===== config.mk =====
export PLATFORM = sky130hd
export DESIGN_NAME = msg_rx_reg
export DESIGN_NICKNAME = d
export VERILOG_FILES = /design/src/rtl/hangman_pkg.sv /design/src/rtl/char_fifo.sv /design/src/rtl/msg_rx_reg.sv
export SDC_FILE = /design/constraint.sdc
export NUM_CORES = 1
export LEC_CHECK = 0
export CAP_MARGIN = 20
export CORE_UTILIZATION = 25
export CTS_CLUSTER_DIAMETER = 120
export CTS_CLUSTER_SIZE = 12
export DETAILED_ROUTE_END_ITERATION = 7
export SLEW_MARGIN = 40
export SYNTH_ARGS = -nofsm -noshare
export SYNTH_HDL_FRONTEND = slang
export SYNTH_SLANG_ARGS = --single-unit

===== constraint.sdc =====
create_clock -name clk -period 2.5 [get_ports clk]
set_input_delay 0.5 -clock clk [delete_from_list [all_inputs] [get_ports clk]]
set_output_delay 0.5 -clock clk [all_outputs]
set_load 0.005 [all_outputs]

===== src/rtl/hangman_pkg.sv =====
// Shared definitions for the Hangman link: ASCII letter bounds and LED FSM states.
package hangman_pkg;

    localparam logic [7:0] UPPER_A     = 8'h41;
    localparam logic [7:0] UPPER_Z     = 8'h5A;
    localparam logic [7:0] LOWER_A     = 8'h61;
    localparam logic [7:0] LOWER_Z     = 8'h7A;
    localparam logic [7:0] CASE_OFFSET = 8'h20;

    typedef enum logic {
        IDLE = 1'b0,
        HOLD = 1'b1
    } led_state_t;

    function automatic logic in_range(input logic [7:0] b, input logic [7:0] lo,
                                      input logic [7:0] hi);
        return (b >= lo) && (b <= hi);
    endfunction

endpackage


===== src/rtl/char_fifo.sv =====
// Synchronous byte FIFO; a push into a full FIFO succeeds only when a pop frees a slot on the same edge.
module char_fifo #(
    parameter int DEPTH = 4
) (
    input  logic       clk,
    input  logic       nRst,
    input  logic       push,
    input  logic       pop,
    input  logic [7:0] wdata,
    output logic [7:0] rdata,
    output logic       empty,
    output logic       full
);

    localparam int PTR_W = $clog2(DEPTH);
    localparam int CNT_W = $clog2(DEPTH + 1);
    localparam logic [CNT_W-1:0] FULL_CNT = CNT_W'(DEPTH);

    logic [7:0]       mem [DEPTH];
    logic [PTR_W-1:0] wr_ptr;
    logic [PTR_W-1:0] rd_ptr;
    logic [CNT_W-1:0] count;
    logic             do_push;
    logic             do_pop;

    assign empty   = (count == '0);
    assign full    = (count == FULL_CNT);
    assign do_pop  = pop && !empty;
    assign do_push = push && (!full || do_pop);
    assign rdata   = mem[rd_ptr];

    // NOTE: storage has no reset; occupancy alone decides what is valid, so stale bytes are never seen.
    always_ff @(posedge clk) begin
        if (do_push) begin
            mem[wr_ptr] <= wdata;
        end
    end

    // NOTE: state updates use non-blocking assignments so every flop samples pre-edge values.
    always_ff @(posedge clk or negedge nRst) begin
        if (!nRst) begin
            wr_ptr <= '0;
            rd_ptr <= '0;
            count  <= '0;
        end else begin
            if (do_push) wr_ptr <= wr_ptr + PTR_W'(1);
            if (do_pop)  rd_ptr <= rd_ptr + PTR_W'(1);
            case ({do_push, do_pop})
                2'b10:   count <= count + CNT_W'(1);
                2'b01:   count <= count - CNT_W'(1);
                default: count <= count;
            endcase
        end
    end

endmodule


===== src/rtl/msg_rx_reg.sv =====
// Receive message register: validates UART bytes as guess letters, queues them, and reports link health.
module msg_rx_reg
    import hangman_pkg::*;
#(
    parameter int DEPTH    = 4,
    parameter int LED_HOLD = 50
) (
    input  logic       clk,
    input  logic       nRst,
    input  logic       rx_ready,
    input  logic [7:0] rx_byte,
    input  logic       rx_err,
    input  logic       guess_ack,
    output logic [7:0] guess,
    output logic       guess_valid,
    output logic       red,
    output logic       overflow,
    output logic [3:0] err_cnt
);

    localparam int HOLD_W = (LED_HOLD > 1) ? $clog2(LED_HOLD) : 1;
    localparam logic [HOLD_W-1:0] HOLD_LOAD = HOLD_W'(LED_HOLD - 1);

    logic              is_upper;
    logic              is_lower;
    logic [7:0]        letter;
    logic              accepted;
    logic              rejected;
    logic              pop;
    logic              dropped;
    logic [7:0]        fifo_rdata;
    logic              fifo_empty;
    logic              fifo_full;
    led_state_t        led_state;
    led_state_t        led_next;
    logic [HOLD_W-1:0] hold_cnt;
    logic [HOLD_W-1:0] hold_next;

    assign is_upper = in_range(rx_byte, UPPER_A, UPPER_Z);
    assign is_lower = in_range(rx_byte, LOWER_A, LOWER_Z);
    assign letter   = is_lower ? (rx_byte - CASE_OFFSET) : rx_byte;
    assign accepted = rx_ready && !rx_err && (is_upper || is_lower);
    assign rejected = rx_ready && !accepted;
    assign pop      = guess_valid && guess_ack;
    // A full FIFO only loses the letter when nothing is leaving on the same edge.
    assign dropped  = accepted && fifo_full && !pop;

    char_fifo #(
        .DEPTH (DEPTH)
    ) u_fifo (
        .clk   (clk),
        .nRst  (nRst),
        .push  (accepted),
        .pop   (pop),
        .wdata (letter),
        .rdata (fifo_rdata),
        .empty (fifo_empty),
        .full  (fifo_full)
    );

    assign guess_valid = !fifo_empty;
    assign guess       = fifo_empty ? 8'h00 : fifo_rdata;

    always_ff @(posedge clk or negedge nRst) begin
        if (!nRst) begin
            err_cnt  <= '0;
            overflow <= 1'b0;
        end else begin
            if (rejected && (err_cnt != 4'hF)) err_cnt <= err_cnt + 4'd1;
            if (dropped) overflow <= 1'b1;
        end
    end

    always_ff @(posedge clk or negedge nRst) begin
        if (!nRst) begin
            led_state <= IDLE;
            hold_cnt  <= '0;
        end else begin
            led_state <= led_next;
            hold_cnt  <= hold_next;
        end
    end

    // NOTE: defaults first so every path assigns both outputs and no latch is inferred.
    always_comb begin
        led_next  = led_state;
        hold_next = hold_cnt;
        case (led_state)
            IDLE: begin
                if (accepted) begin
                    led_next  = HOLD;
                    hold_next = HOLD_LOAD;
                end
            end
            HOLD: begin
                if (accepted) begin
                    hold_next = HOLD_LOAD;
                end else if (hold_cnt == '0) begin
                    led_next = IDLE;
                end else begin
                    hold_next = hold_cnt - HOLD_W'(1);
                end
            end
            default: led_next = IDLE;
        endcase
    end

    assign red = (led_state == HOLD);

endmodule


; ---- After elaboration in Yosys (flattened, before gate mapping)
; Memories as Yosys holds them, arrays and structs flattened.
; Index checks and enable logic that the tools add are counted.
[word_totals]
reg_bits = 19
ramBits = 32
inputBits = 13
output_inout_bits = 15
memories = 1
[memory_table]
columns = name, words, word_bits, read_ports, rd_ports_with_merged_regs, write_ports, line
row1 = u_fifo.mem, 4, 8, 1, 0, 1, char_fifo.sv:19  ; logic [7:0] mem [DEPTH];
[classes]
n_addsub = 7
magnitude_cmp = 4
n_eq_ne = 6
n_mux = 13
bitwise = 1
n_reduce_logical = 22
[op_table]
columns = cell, n
row1 = 2-to-1 mux 6 bit, 3
row2 = "greater-or-equal comparator 8 x 7 -> 1 bit, second input constant", 2
row3 = "<= comparator 8 x 7 -> 1 bit, second input constant", 2
row4 = 2-to-1 mux 8 bit, 2
row5 = case mux 6 bit (2 select lines), 1
row6 = logical AND 1 bit, 11
row7 = "subtractor 8 x 6 -> 8 bit, second input constant", 1
row8 = zero test 6 bit, 1
row9 = case mux 3 bit (2 select lines), 1
row10 = "subtractor 6 x 1 -> 6 bit, second input constant", 1
row11 = zero test 1 bit, 5
row12 = 2-to-1 mux 1 bit, 5
row13 = "adder 2 x 1 -> 2 bit, second input constant", 2
row14 = "adder 4 x 1 -> 4 bit, second input constant", 1
row15 = "!= test 4 bit, second input constant", 1
row16 = "adder 3 x 1 -> 3 bit, second input constant", 1
row17 = "== test 3 bit, second input constant", 1
row18 = zero test 3 bit, 1
row19 = "!= test 3 bit, second input constant", 1
row20 = "subtractor 3 x 1 -> 3 bit, second input constant", 1
row21 = "== test 2 x 1 -> 1 bit, second input constant", 1
row22 = "== test 2 bit, second input constant", 1
row23 = logical OR 1 bit, 2
row24 = "!= test 2 bit, second input constant", 1
row25 = 4 further kinds, 4

; ---- Logic depth before layout (Yosys ltp)
[logic_depth]
depth_word = 8
ltp_mapped = 12
ltp_nobuf = 11

; ---- Hierarchy
; A second synthesis with hierarchy kept.
[unflattened]
cells_unflattened = 163
area_unflattened_um2 = 2396.0
[by_module_without_submodules]
columns = module, instances, cells_each, area_each_um2, seq_area_each_um2
row1 = char_fifo, 1, 80, 1587.8, 1136.1
row2 = msg_rx_reg, 1, 83, 808.3, 300.3

; ---- Worst setup path before layout
; No wires, ideal clock.
[synth_path]
kind = input to register
start = input rx_byte[5]
end = register u_fifo.count[2]
setup_time_ns = 0.079
t_arrival_ns = 2.455
required_time_ns = 2.421
path_slack_ns = -0.034
cell_stages = 12
path_cell_list = ha_1 > nand2b_1 > a211o_1 > and4_4 > buf_6 > inv_1 > ha_1 > inv_1 > fa_1 > xor2_1 > nor2_1 > xor2_1
[synth_between]
elab_chain_cells = 7
elab_cells_between_ends = 13
cone_classes = order compare (4) / eq/ne (2) / mux (1) / reduce/logical (6)
[synth_rtl]
columns = element, line
row1 = start: declaration, msg_rx_reg.sv:11  ; input logic [7:0] rx_byte,
row2 = greater-or-equal comparator 8 x 7 -> 1 bit or <= comparator 8 x 7 -> 1 bit (tied branches), hangman_pkg.sv:17  ; return (b >= lo) && (b <= hi);
row3 = logical AND 1 bit, hangman_pkg.sv:17
row4 = logical OR 1 bit *, msg_rx_reg.sv:42  ; assign accepted = rx_ready && !rx_err && (is_upper || is_lower);
row5 = logical AND 1 bit *, msg_rx_reg.sv:42
row6 = logical AND 1 bit *, char_fifo.sv:29  ; assign do_push = push && (!full || do_pop);
row7 = == test 2 x 1 -> 1 bit or == test 2 bit (tied branches), char_fifo.sv:48  ; case ({do_push, do_pop})
row8 = case mux 3 bit (2 select lines) or nonzero test 2 bit (tied branches), -
row9 = end signal: assignment, char_fifo.sv:49  ; 2'b10: count <= count + CNT_W'(1);
row10 = end signal: assignment, char_fifo.sv:50  ; 2'b01: count <= count - CNT_W'(1);
row11 = end signal: assignment, char_fifo.sv:51  ; default: count <= count;
row12 = end: declaration, char_fifo.sv:22  ; logic [CNT_W-1:0] count;
; Every way passes the cells marked *; elsewhere a longest branch is shown, timed or not.
; A chain may end at the register's enable or synchronous reset.

; ---- Worst setup path after layout
[layout_path]
start = register u_fifo.rd_ptr[0]
end = output guess[2]
[layout_between]
elab_chain_cells = 2
[layout_rtl]
columns = element, line
row1 = start: declaration, char_fifo.sv:21  ; logic [PTR_W-1:0] rd_ptr;
row2 = start signal: assignment, char_fifo.sv:47  ; if (do_pop) rd_ptr <= rd_ptr + PTR_W'(1);
row3 = memory read (4 x 8 bit), -
row4 = 2-to-1 mux 8 bit, msg_rx_reg.sv:62  ; assign guess = fifo_empty ? 8'h00 : fifo_rdata;
row5 = end: declaration, msg_rx_reg.sv:14  ; output logic [7:0] guess,
; No other way between the ends.

==> run summary <==
status = finished, final reports clean
# IOs = 28
top cell type by total area after synthesis = edfxtp_1
slew of the pin with the lowest slew margin = 0.422 ns
EDFF count, synth = 32
Synth area leaders = edfxtp_1 (41%), dfrtp_1 (20%), mux4_2 (7.7%), ha_1 (4.8%), and2_1 (3.5%)
setup violators final = 0
die extent in y = 98.8 µm
Die Area = 9760 µm²
CTS max path bufs = 2
crit end category = primary output
Post-CTS Hold Buffers = 0
HPWL after DPL = 3.16 mm
Hold Vio Cnt, Final = 0
Setup TNS = 0 ns
most used flip-flop cell after synthesis = edfxtp_1
FP Rows = 34
clock-pin slew on the worst setup and hold paths = 0.09 ns
largest net degree at the start of global routing = 20
clock root buffer master = clkbuf_8
Post-Place Cells = 315
met1 usage = 12.5%
first-pass GRT wire length = 7.33 mm
Starting Density = 26.3%
pwr/cell area = 954 nW/µm²
TritonCTS Buffers = 5
Skew-Pair Late Insertion Delay = 0.30 ns
top-area cell type share of the netlist area = 41.0%
Hold Path Class = reg2reg
routing usage on met2 = 16.1%
Slew Viols, Final = 0
relative slew slack = 71.6%
CTS tree = done
post-DR wirelength/cell = 13.3 µm
gr usage total = 9.85%
clk sinks = 51
vias per cell = 4.34
asr flop ratio synth = 37.3%
Worst EP required = 2.00 ns
Ys Warns = 0
most used routing layer = met2
commonest cells in the netlist = edfxtp_1 (32), dfrtp_1 (19), and2_1 (13), inv_1 (12), ha_1 (9)
initial antenna violation count = 0
min cycle time layout = 2.43 ns
number of global-route vias before repair = 1502
Worst Setup Path Type = reg2out
Layout Skew = 0.00570 ns
first-pass detailed-route iteration total = 4
most common cell in the synthesized netlist = edfxtp_1
cells after synthesis = 162
fin cells = 324
Routed Antenna Nets = 0
GR Util met3 = 3.19%
syn nets = 185
Die Wd = 98.8 µm
mapped cell area = 2340 µm²
layout cells sized above 1 = 23.1%
GPL Wtd Cong = 0.723
DR iter-0 viols = 55
number of diodes = 0
DR vias = 1405
VDD IR max = 0.443 mV
FMAX = 411 MHz
# DRC = 0
maxcap violations = 0
register area share after synthesis = 61.3%
nets@finish = 238
Synth cell types = 41
P_leak = 1.18 nW
worst-path fanout max = 5
gr ovfl total = 0
core area = 8890 µm²
fin util = 34.7%
H-tree level count = 2
Area growth, synth to finish = 31.7%
total routed wirelength = 4.32 mm
RSZ-0062 raised after global routing = true
CP startpoint kind = flip-flop
Seq cells post-synth = 51
period utilization = 97.2%
Port Buf Inserts = 27
syn_area_per_cell = 14.5 µm²
crit path DAT = 1.93 ns
==> registers in the layout, summed over array words and instances, names as in the netlist <==
name,count
u_fifo.rd_ptr,2
u_fifo.mem,32
red,1
hold_cnt,6
u_fifo.count,3
u_fifo.wr_ptr,2
overflow,1
err_cnt,4
==> power breakdown <==
group | switching (W) | internal [W] | leakage (nW) | total [W]
clock network | 0.000281 | 0.000302 | 0.0548 | 0.000583
logic | 0.000419 | 0.000698 | 0.621 | 0.00112
registers | 0.000175 | 0.00107 | 0.507 | 0.00124
total | 0.000876 | 0.00207 | 1.18 | 0.00294
==> per-layer routing <==
metal | part of all wire [%] | up-vias | wire length, µm
met2 | 46 | 29 | 2000
met3 | 4.5 | 2 | 196
met5 | 0 | - | 0
met1 | 48 | 677 | 2090
met4 | 0.67 | 0 | 29
li1 | - | 697 | -
==> logic make-up (layout without fill, tap and decap cells) <==
group / count (synthesis) / count (layout) / synth area share (%)
flops: 51 / 51 / 61.3
compound gates: 18 / 18 / 5.72
mux: 12 / 12 / 9.78
simple gates: 47 / 47 / 11.6
fa+ha+maj: 10 / 10 / 5.66
buf+inv: 16 / 70 / 2.94
xor+xnor: 8 / 8 / 2.99
==> repair_timing <==
action                     4_1_cts  5_1_grt
buffers inserted                 1        0
resized for setup                7        5
setup endpoints to repair        1        6
pin swaps                        4        3
==> metrics by stage <==
step	area, µm²	hold slack [ns]	power [W]	worst slack [ns]
6_report	3090	0.508	0.00294	0.0696
2_1_floorplan	2340	0.204	0.00186	0.00197
4_1_cts	3060	0.504	0.00297	0.0437
3_5_place_dp	2940	0.467	0.00237	-0.391
3_3_place_gp	2940	0.466	0.00235	-0.319
5_1_grt	3090	0.538	0.00315	-0.0147
==> path summary, 6_finish.rpt <==
| check | startpoint | to | slack, ns | cells past startpoint |
|---|---|---|---|---|
| hold / removal | overflow$_DFFE_PN0P_ | overflow$_DFFE_PN0P_ | 0.51 | 1 |
| setup reg to reg | u_fifo.count[0]$_DFFE_PN0P_ | u_fifo.count[2]$_DFFE_PN0P_ | 0.23 | 9 |
| min in group asynchronous | nRst | hold_cnt[2]$_DFFE_PN0P_ | 0.52 | 2 |
| hold reg to reg | overflow$_DFFE_PN0P_ | overflow$_DFFE_PN0P_ | 0.51 | 1 |
| max in group asynchronous | nRst | u_fifo.wr_ptr[1]$_DFFE_PN0P_ | 1.77 | 2 |
| setup / recovery | u_fifo.rd_ptr[0]$_DFFE_PN0P_ | guess[2] | 0.07 | 4 |
==> critical path, cell delays in order (launching register included) <==
cell and delay, ns:
dfrtp_1 0.36, buf_4 0.16, mux4_2 0.51, and2_1 0.18, clkdlybuf4s50_1 0.44
==> layout by cell type, fill, tap and decap left out, types with 3 or more instances in the layout <==
cell / n
xnor2_1: 4
a21oi_1: 3
mux4_2: 8
dlygate4sd2_1: 4
nor2_1: 4
clkbuf_8: 5
nand2_1: 7
edfxtp_1: 32
nand2b_1: 4
inv_1: 12
xor2_1: 4
buf_12: 4
a31oi_1: 3
dfrtp_1: 19
nand3_1: 4
and2_1: 13
ha_1: 7
buf_4: 19
clkdlybuf4s50_1: 22
==> area by class of cell <==
| class | instances | area [µm²] |
|---|---|---|
| clock buffers | 5 | 68.8 |
| clock inverters | 3 | 46.3 |
| fillers | 856 | 5810 |
| inverters | 12 | 45.0 |
| multi-input cells | 95 | 863 |
| flip-flops and latches | 51 | 1440 |
| well taps | 108 | 135 |
| repair buffers | 50 | 490 |
Note: power is estimated with default switching activity, not from simulation.
